File: config.mk
export PLATFORM = sky130hd
export DESIGN_NAME = debug_unit_cmd
export DESIGN_NICKNAME = d
export VERILOG_FILES = /design/src/rtl/debug_unit_cmd.sv
export SDC_FILE = /design/constraint.sdc
export NUM_CORES = 1
export LEC_CHECK = 0
export BUFFER_PORTS_ARGS = -buffer_cell sky130_fd_sc_hd__buf_2
export CAP_MARGIN = 20
export CORE_MARGIN = 2
export CORE_UTILIZATION = 53
export CTS_BUF_LIST = sky130_fd_sc_hd__clkbuf_16
export DETAILED_ROUTE_END_ITERATION = 16
export PLACE_DENSITY = 0.8
export SLEW_MARGIN = 20
export SYNTH_ARGS = -nofsm -noshare
export SYNTH_HDL_FRONTEND = slang
export SYNTH_SLANG_ARGS = --single-unit
File: constraint.sdc
create_clock -name clk -period 3.9 [get_ports clk]
set_input_delay 0.585 -clock clk [delete_from_list [all_inputs] [get_ports clk]]
set_output_delay 0.585 -clock clk [all_outputs]
set_load 0.02 [all_outputs]
File: src/rtl/debug_unit_cmd.sv
// ---------------------------------------------------------------------------
// debug_unit_cmd
//
// Command-driven debug controller sitting between the UART word interface
// and the pipelined MIPS core. It first loads the program into instruction
// memory, then obeys host commands (free run, run N cycles, PC breakpoint,
// dump only). After every run it streams back a status word, the PC, a
// data-memory window, the register bank and the core cycle count, one word
// per tx_start/tx_done handshake.
//
// Ports:
//   clk, reset                 system clock, synchronous active-high reset
//   rx_Data, rx_done           received UART word and its one-cycle strobe
//   tx_done                    previous transmitted word has left the UART
//   halt_flag                  core has retired HALT (level)
//   current_PC, clock_count    core PC and core cycle counter
//   RB_Data, DM_Data           debug read data, one cycle after the address
//   IM_Addr, IM_Data, IM_WrEn  instruction memory write port
//   RB_Addr, DM_Addr           debug read addresses
//   tx_Data, tx_start          word to transmit and its one-cycle start pulse
//   clock_enable               core clock enable (combinational stop gate)
//   o_rst                      core reset, held while a program is loading
// ---------------------------------------------------------------------------
module debug_unit_cmd #(
  parameter int               NBITS          = 32,
  parameter int               IM_ADDR_LENGTH = 32,
  parameter int               IM_DEPTH       = 256,
  parameter int               DM_ADDR_LENGTH = 32,
  parameter int               DM_DUMP_WORDS  = 32,
  parameter int               RBITS          = 5,
  parameter int               BANK_SIZE      = 32,
  parameter logic [NBITS-1:0] END_MARKER     = 32'hFFFFFFFF
) (
  input  logic                      clk,
  input  logic                      reset,
  input  logic [NBITS-1:0]          rx_Data,
  input  logic                      rx_done,
  input  logic                      tx_done,
  input  logic                      halt_flag,
  input  logic [NBITS-1:0]          current_PC,
  input  logic [NBITS-1:0]          clock_count,
  input  logic [NBITS-1:0]          RB_Data,
  input  logic [NBITS-1:0]          DM_Data,
  output logic [IM_ADDR_LENGTH-1:0] IM_Addr,
  output logic [NBITS-1:0]          IM_Data,
  output logic                      IM_WrEn,
  output logic [RBITS-1:0]          RB_Addr,
  output logic [DM_ADDR_LENGTH-1:0] DM_Addr,
  output logic [NBITS-1:0]          tx_Data,
  output logic                      tx_start,
  output logic                      clock_enable,
  output logic                      o_rst
);

  localparam int CBITS = NBITS - 8;

  localparam logic [7:0] OP_RUN    = 8'h01;
  localparam logic [7:0] OP_STEP   = 8'h02;
  localparam logic [7:0] OP_BREAK  = 8'h03;
  localparam logic [7:0] OP_DUMP   = 8'h04;
  localparam logic [7:0] OP_RELOAD = 8'h05;

  localparam logic [IM_ADDR_LENGTH-1:0] IM_LIMIT = IM_ADDR_LENGTH'(IM_DEPTH);
  localparam logic [DM_ADDR_LENGTH-1:0] DM_LAST  = DM_ADDR_LENGTH'(DM_DUMP_WORDS - 1);
  localparam logic [RBITS-1:0]          RB_LAST  = RBITS'(BANK_SIZE - 1);
  localparam logic [CBITS-1:0]          CNT_ONE  = CBITS'(1);

  typedef enum logic [3:0] {
    S_LOAD, S_IDLE, S_GETBP, S_RUN, S_STEP, S_DUMP,
    S_SEND_ST, S_SEND_PC, S_SEND_DM, S_SEND_RB, S_SEND_CLK
  } state_t;

  state_t                    state_q;
  logic [IM_ADDR_LENGTH-1:0] imIndex_q;
  logic [IM_ADDR_LENGTH-1:0] imAddr_q;
  logic [NBITS-1:0]          imData_q;
  logic                      imWrEn_q;
  logic                      oRst_q;
  logic [NBITS-1:0]          txData_q;
  logic                      txStart_q;
  logic [RBITS-1:0]          rbAddr_q;
  logic [DM_ADDR_LENGTH-1:0] dmAddr_q;
  logic [NBITS-1:0]          bpAddr_q;
  logic                      bpValid_q;
  logic                      halted_q;
  logic                      err_q;
  logic                      bpHit_q;
  logic [CBITS-1:0]          stepCnt_q;
  logic                      firstCycle_q;
  logic                      txWait_q;
  logic                      primed_q;
  logic                      shortDump_q;

  logic                      runActive_d;
  logic                      bpMatch_d;
  logic                      stop_d;
  logic [CBITS-1:0]          cmdCount_d;
  logic [NBITS-1:0]          statusWord_d;

  // The breakpoint is ignored in the first cycle of every run so that a run
  // started while sitting on the breakpoint PC actually moves past it.
  always_comb begin
    runActive_d  = (state_q == S_RUN) || (state_q == S_STEP);
    bpMatch_d    = runActive_d && bpValid_q && !firstCycle_q && (current_PC == bpAddr_q);
    stop_d       = halt_flag || bpMatch_d;
    cmdCount_d   = (rx_Data[NBITS-1:8] == '0) ? CNT_ONE : rx_Data[NBITS-1:8];
    statusWord_d = {{(NBITS-3){1'b0}}, err_q, bpHit_q, halted_q};
  end

  // The core is gated in the very cycle a stop condition shows up, so it
  // never advances past a halt or a breakpoint.
  assign clock_enable = runActive_d & ~halt_flag & ~bpMatch_d;

  assign IM_Addr  = imAddr_q;
  assign IM_Data  = imData_q;
  assign IM_WrEn  = imWrEn_q;
  assign RB_Addr  = rbAddr_q;
  assign DM_Addr  = dmAddr_q;
  assign tx_Data  = txData_q;
  assign tx_start = txStart_q;
  assign o_rst    = oRst_q;

  // Main controller. Send states share one pattern: with txWait_q clear a
  // word is launched, then the state waits for tx_done before moving on.
  // DM/RB words need an extra settle cycle (primed_q) so the memory read
  // data matches the address just driven.
  always_ff @(posedge clk) begin
    if (reset) begin
      state_q      <= S_LOAD;
      imIndex_q    <= '0;
      imAddr_q     <= '0;
      imData_q     <= '0;
      imWrEn_q     <= 1'b0;
      oRst_q       <= 1'b1;
      txData_q     <= '0;
      txStart_q    <= 1'b0;
      rbAddr_q     <= '0;
      dmAddr_q     <= '0;
      bpAddr_q     <= '0;
      bpValid_q    <= 1'b0;
      halted_q     <= 1'b0;
      err_q        <= 1'b0;
      bpHit_q      <= 1'b0;
      stepCnt_q    <= '0;
      firstCycle_q <= 1'b0;
      txWait_q     <= 1'b0;
      primed_q     <= 1'b0;
      shortDump_q  <= 1'b0;
    end else begin
      imWrEn_q  <= 1'b0;
      txStart_q <= 1'b0;
      case (state_q)
        S_LOAD: begin
          oRst_q <= 1'b1;
          if (rx_done) begin
            if (rx_Data == END_MARKER) begin
              imIndex_q <= '0;
              halted_q  <= 1'b0;
              bpValid_q <= 1'b0;
              err_q     <= 1'b0;
              bpHit_q   <= 1'b0;
              oRst_q    <= 1'b0;
              state_q   <= S_IDLE;
            end else if (imIndex_q < IM_LIMIT) begin
              imWrEn_q  <= 1'b1;
              imAddr_q  <= imIndex_q;
              imData_q  <= rx_Data;
              imIndex_q <= imIndex_q + 1'b1;
            end
          end
        end

        S_IDLE: begin
          if (rx_done) begin
            shortDump_q <= 1'b0;
            case (rx_Data[7:0])
              OP_RUN, OP_STEP: begin
                if (halted_q) begin
                  err_q       <= 1'b1;
                  shortDump_q <= 1'b1;
                  state_q     <= S_SEND_ST;
                end else begin
                  firstCycle_q <= 1'b1;
                  stepCnt_q    <= cmdCount_d;
                  state_q      <= (rx_Data[7:0] == OP_RUN) ? S_RUN : S_STEP;
                end
              end
              OP_BREAK:  state_q <= S_GETBP;
              OP_DUMP:   state_q <= S_SEND_ST;
              OP_RELOAD: begin
                oRst_q    <= 1'b1;
                imIndex_q <= '0;
                state_q   <= S_LOAD;
              end
              default: begin
                err_q       <= 1'b1;
                shortDump_q <= 1'b1;
                state_q     <= S_SEND_ST;
              end
            endcase
          end
        end

        S_GETBP: begin
          if (rx_done) begin
            bpAddr_q  <= rx_Data;
            bpValid_q <= (rx_Data != '1);
            state_q   <= S_IDLE;
          end
        end

        S_RUN, S_STEP: begin
          firstCycle_q <= 1'b0;
          if (stop_d) begin
            halted_q <= halt_flag;
            bpHit_q  <= bpMatch_d;
            state_q  <= S_SEND_ST;
          end else if (state_q == S_STEP) begin
            stepCnt_q <= stepCnt_q - 1'b1;
            if (stepCnt_q == CNT_ONE) begin
              state_q <= S_SEND_ST;
            end
          end
        end

        S_SEND_ST: begin
          if (!txWait_q) begin
            txData_q  <= statusWord_d;
            txStart_q <= 1'b1;
            txWait_q  <= 1'b1;
          end else if (tx_done) begin
            txWait_q <= 1'b0;
            if (shortDump_q) begin
              err_q   <= 1'b0;
              bpHit_q <= 1'b0;
              state_q <= S_IDLE;
            end else begin
              state_q <= S_SEND_PC;
            end
          end
        end

        S_SEND_PC: begin
          if (!txWait_q) begin
            txData_q  <= current_PC;
            txStart_q <= 1'b1;
            txWait_q  <= 1'b1;
          end else if (tx_done) begin
            txWait_q <= 1'b0;
            dmAddr_q <= '0;
            primed_q <= 1'b0;
            state_q  <= S_SEND_DM;
          end
        end

        S_SEND_DM: begin
          if (txWait_q) begin
            if (tx_done) begin
              txWait_q <= 1'b0;
              primed_q <= 1'b0;
              if (dmAddr_q == DM_LAST) begin
                rbAddr_q <= '0;
                state_q  <= S_SEND_RB;
              end else begin
                dmAddr_q <= dmAddr_q + 1'b1;
              end
            end
          end else if (!primed_q) begin
            primed_q <= 1'b1;
          end else begin
            txData_q  <= DM_Data;
            txStart_q <= 1'b1;
            txWait_q  <= 1'b1;
          end
        end

        S_SEND_RB: begin
          if (txWait_q) begin
            if (tx_done) begin
              txWait_q <= 1'b0;
              primed_q <= 1'b0;
              if (rbAddr_q == RB_LAST) begin
                state_q <= S_SEND_CLK;
              end else begin
                rbAddr_q <= rbAddr_q + 1'b1;
              end
            end
          end else if (!primed_q) begin
            primed_q <= 1'b1;
          end else begin
            txData_q  <= RB_Data;
            txStart_q <= 1'b1;
            txWait_q  <= 1'b1;
          end
        end

        S_SEND_CLK: begin
          if (!txWait_q) begin
            txData_q  <= clock_count;
            txStart_q <= 1'b1;
            txWait_q  <= 1'b1;
          end else if (tx_done) begin
            txWait_q <= 1'b0;
            err_q    <= 1'b0;
            bpHit_q  <= 1'b0;
            state_q  <= S_IDLE;
          end
        end

        default: begin
          oRst_q  <= 1'b1;
          state_q <= S_LOAD;
        end
      endcase
    end
  end

endmodule

# == Word-level counts from Yosys, hierarchy flattened ==
# Cells that the tools add are included.
# totals
regBits,236
out_inout_bits,137
word_cells,231
# op_classes
n_addsub,4
order_cmp,1
n_eq_ne,57
mux,99
bitwise_logic,8
reduce_logical,42
# op_table
op,n
$mux 32,17
$pmux 32 s5,1
$mux 24,6
$pmux 32 s2,2
$mux 4,19
$ne 2x2->1 const B,33
$add 32x1->32 const B,2
$pmux 24 s2,1
$pmux 4 s9,1
$eq 32x32->1,1
$eq 32x32->1 const B,1
$eq 32x5->1 const B,1
$lt 32x9->1 const B,1
$ne 32x32->1 const B,1
$mux 1,30
$mux 5,6
$eq 24x1->1 const B,1
$logic_not 24->1,1
$sub 24x1->24 const B,1
$reduce_and 18->1,1
$eq 8x2->1 const B,2
$eq 8x3->1 const B,2
$pmux 1 s2,8
$reduce_and 4->1,4
other kinds (34),68

# == Logic depth before layout (Yosys ltp) ==
# logic_depth
word_depth,8
ltp_mapped,10
mapped_depth_nobuf,10

# == Worst setup path after synthesis ==
# OpenSTA, ideal clock, no wires.
# synth_timing
path_kind,input port to flip-flop
from,input port rx_Data[2]
to,register imIndex_q[6]
setup_time_ns,0.117
t_arrival_ns,2.243
t_required_ns,3.783
setup_slack_ns,1.540
cell_stages,10
path_cell_list,buf_2 nand4_1 nor4_1 and2_1 clkbuf_1 o21ai_0 a211oi_1 buf_4 xnor2_1 nor2_1
# synth_between
elab_chain_cells,4
word_cells_on_any_way,8
cone_classes,4 x eq/ne; 3 x mux; 1 x reduce/logical
# synth_rtl
item,line,rtl
start: declaration,36,"input logic [NBITS-1:0] rx_Data,"
$eq 32x32->1,156,if (rx_Data == END_MARKER) begin
$mux 32,156,
$mux 32,155,if (rx_done) begin
$pmux 32 s2,152,case (state_q)
end signal: assignment,168,imIndex_q <= imIndex_q + 1'b1;
end: declaration,74,logic [IM_ADDR_LENGTH-1:0] imIndex_q;
# Several ways; a longest one is shown, not always the timed one. The select of a mux whose other input is x is not followed.
# A chain may end at the register's enable or synchronous reset.

# == Worst setup path in the final report ==
# layout_timing
from,register state_q[0]
to,output port clock_enable
# layout_between
elab_chain_cells,7
word_cells_on_any_way,9
cone_classes,2 x eq/ne; 3 x bitwise; 4 x reduce/logical
# layout_rtl
item,line,rtl
start: declaration,73,state_t state_q;
start signal: assignment,185,state_q <= (rx_Data[7:0] == OP_RUN) ? S_RUN : S_STEP;
$eq 4x2->1 or $eq 4x3->1 (tied branches),103,runActive_d = (state_q == S_RUN) || (state_q == S_STEP);
$logic_or 1x1->1 (*),103,
$logic_and 1x1->1 (3 in a row),104,bpMatch_d = runActive_d && bpValid_q && !firstCycle_q && (current_PC == bpAddr_q);
$not 1->1,112,assign clock_enable = runActive_d & ~halt_flag & ~bpMatch_d;
$and 1x1->1 (*),112,
end: declaration,51,"output logic clock_enable,"
# Mark *: on every way between the ends. The rest lies on a longest branch, timed or not.

==> summary.md <==
| Metric | Value |
|---|---|
| Routability Congestion | `about 0.93` |
| Placed Area | `roughly 0.013 mm2` |
| Max-slew headroom | `a little over a third` |
| Wire length of the first global-routing pass | `roughly 56000 um` |
| Share of cells above drive strength 1 | `between 20% and 30%` |
| Clock buffers created by TritonCTS | `24` |
| Met2 Resource Use GR | `between 50% and 60%` |
| Ranking of synthesized cells by instance count | `sky130_fd_sc_hd__dfxtp_1, sky130_fd_sc_hd__nand2_1, sky130_fd_sc_hd__nor2_1, sky130_fd_sc_hd__a21oi_1, sky130_fd_sc_hd__clkbuf_1` |
| Die Span X | `~150 um` |
| TritonCTS clock tree | `built` |
| Core outline area | `around 0.021 mm2` |
| Estimated wirelength of the detail-placed design | `26400 um` |
| Initial core utilization | `a little over half` |
| Count leader, synth | `sky130_fd_sc_hd__dfxtp_1` |
| Final worst setup slack | `between 500 and 600 ps` |
| Number of warnings printed during yosys synthesis | `0` |
| Count of distinct cell types in the synthesized netlist | `around 70` |
| Post-route clock period utilization | `a little under nine tenths` |
| Busiest grt layer | `met2` |
| Static leakage | `about 5.6 nW` |
| Total Routed Length | `between 30000 and 40000 um` |
| Top flip-flop cell by instance count after synthesis | `sky130_fd_sc_hd__dfxtp_1` |
| Cts-stage hold buffer count | `0` |
| Setup clock skew after layout | `~15 ps` |
| Number of hold violations in the final report | `0` |
| Synth Area per Inst | `around 8.0 um2` |
| Async set-or-reset flop fraction in the synthesized netlist | `0%` |
| Syn_nets | `around 1600` |
| Power after layout | `around 5 mW` |
| RSZ-0062 raised after global routing | `no` |
| Portion of the post-synthesis area used by sequential elements | `between 40% and 50%` |
| Number of input and output port buffers inserted | `301` |
| Fraction of the core area covered by cells at the end of the flow | `~65%` |
| Number of max-slew violations in the final report | `0` |
| Post-CTS setup buffer count | `0` |
| Vias in the first global route | `10530` |
| Kind of end point of the critical path | `primary output` |
| Row count | `53` |
| Total via count after detailed routing | `11469` |
| Max H-tree Level | `1` |
| Critical Setup Path Class | `flip-flop to primary output` |
| Peak supply drop | `~330 uV` |
| Overall track demand over capacity in global routing | `between 30% and 40%` |
| Path type of the worst min-delay path | `primary input to flip-flop` |
| Number of antenna violations at the first check in global routing | `2` |
| Average via count per standard cell | `~5.9` |
| Synthesized instance count | `about 1400` |
| Clock Root Buffer | `sky130_fd_sc_hd__clkbuf_16` |
| Max FO, Critical Path | `slightly above 40` |
| Fraction of synthesized cell area taken by the top area cell type | `about 42%` |
| Nets | `1817` |
| Setup slack after placement | `approximately 960 ps` |
| Clock insertion delay at the later pin of the skew report | `roughly 530 ps` |
| Worst endpoint required time | `~3300 ps` |
| Per-cell routed wire length | `around 19 um` |
| Pin count of the biggest net entering global routing | `a little under 90` |
| Most area-consuming cells after synthesis | `sky130_fd_sc_hd__dfxtp_1, sky130_fd_sc_hd__nand2_1, sky130_fd_sc_hd__a21oi_1` |
| Actual transition at the worst max-transition pin | `962 ps` |
| Post-detailed-route count of antenna-violating nets | `0` |
| Floorplan die area | `~0.022 mm2` |
| EDFF count, synth | `0` |
| Post-synthesis register bit count | `between 200 and 250` |
| Worst path arrival time | `around 2800 ps` |
| Result of the run | `completed` |
| Achievable clock frequency | `0.298 GHz` |
| Number of design-rule violations left by the first detailed-router iteration | `between 1000 and 1500` |
| Router iterations before antenna repair | `5` |
| Clock slew at reported path FFs | `70 ps` |
| Cell Area, Synth | `between 0.01 and 0.015 mm2` |
| Number of endpoints failing setup at the final stage | `0` |
| Area growth from synthesis to layout | `21.3%` |
| Vertical die dimension | `roughly 150 um` |
| Met1 track demand over resource | `about two fifths` |
| Library cell with the largest summed area after synthesis | `sky130_fd_sc_hd__dfxtp_1` |
| GRT met3 Usage | `under 10%` |
| Remaining routing DRC violations | `0` |
| Number of buffers on the longest clock path | `3` |
| PwrDens | `around 370 mW/mm2` |
| Clock Sinks | `about 240` |
| Overflow after GRT | `0` |
| Type of element launching the critical path | `flip-flop` |
| Max-cap violations | `0` |
| Post-Route Setup TNS | `0 ps` |
| Shortest clock period the worst path allows after layout | `about 3400 ps` |
| Area of all placed cells without fillers | `roughly 0.014 mm2` |
| Ports | `302` |
| Post-CTS resize count | `0` |
-- power by group --
part           leakage, nW  internal (mW)  switching [mW]  total [mW]
logic                 3.32          0.123           0.219       0.342
clock network        0.381           1.29           0.956        2.24
registers             1.91           2.43          0.0138        2.45
-- path summary, 6_finish.rpt --
check                           start                   endpoint  slack [ps]  cells past startpoint
max reg2reg   state_q[0]$_SDFFE_PP0P_  stepCnt_q[4]$_SDFFE_PP0P_         810                      7
min reg2reg  IM_Data[24]$_SDFFE_PP0P_   IM_Data[24]$_SDFFE_PP0P_         450                      2
min                       rx_Data[16]   IM_Data[16]$_SDFFE_PP0P_         350                      3
max           state_q[0]$_SDFFE_PP0P_               clock_enable         540                      6
-- cells in the final DEF (no fill, tap or decap), drive strengths merged, types with 32 or more instances in the layout --
cell,n
nand4,33
and3,49
dfxtp,236
xnor2,38
mux2i,38
a221oi,32
a211oi,38
nand2,215
nor2,178
xor2,33
nor4,35
a21oi,141
buf,322
o21ai,42
-- per-stage QoR --
step           hold WS [ps]  std cells
2_1_floorplan           436       1397
3_3_place_gp            435       1895
3_5_place_dp            442       1895
4_1_cts                 338       1936
5_1_grt                 357       1937
6_report                347       1937
-- cell families after synthesis --
family                     Yosys count  share of synthesized area (%)
DFF                                236                           42.2
buffers and inverters              112                           4.10
adders and majority gates            6                          0.671
xor gates and xnor gates            71                           5.56
muxes                               39                           3.53
and+or+nand+nor                    614                           25.8
AOI/OAI and AO/OA                  319                           18.1
-- worst max-delay path, cell delays in order, from the launching register on --
cell,delay (ps)
sky130_fd_sc_hd__dfxtp_2,530
sky130_fd_sc_hd__inv_1,240
sky130_fd_sc_hd__o31a_4,550
sky130_fd_sc_hd__nor4_4,330
sky130_fd_sc_hd__nand3_2,180
sky130_fd_sc_hd__and3_4,240
sky130_fd_sc_hd__buf_2,170
-- sequential cells by signal, summed over array words and instances, names as in the netlist, 5 cells and up --
register and count:
tx_Data 32, IM_Data 32, RB_Addr 5, DM_Addr 32
bpAddr_q 32, stepCnt_q 24, imIndex_q 32, IM_Addr 32
-- per-layer routing --
metal | up-vias | share of wire, %
li1 | 5457 | -
met1 | 5280 | 39
met2 | 617 | 46
met3 | 115 | 10
met4 | 0 | 4.8
met5 | - | 0
-- area by class of cell --
cell class | instances | area (um2)
repair buffers | 322 | 1670
fillers | 1851 | 7320
clock buffers | 25 | 626
flip-flops and latches | 236 | 4730
multi-input cells | 1049 | 6030
inverters | 13 | 48.8
diodes | 1 | 2.50
clock inverters | 16 | 129
well taps | 275 | 344
Power figures use the tool's default switching activity.
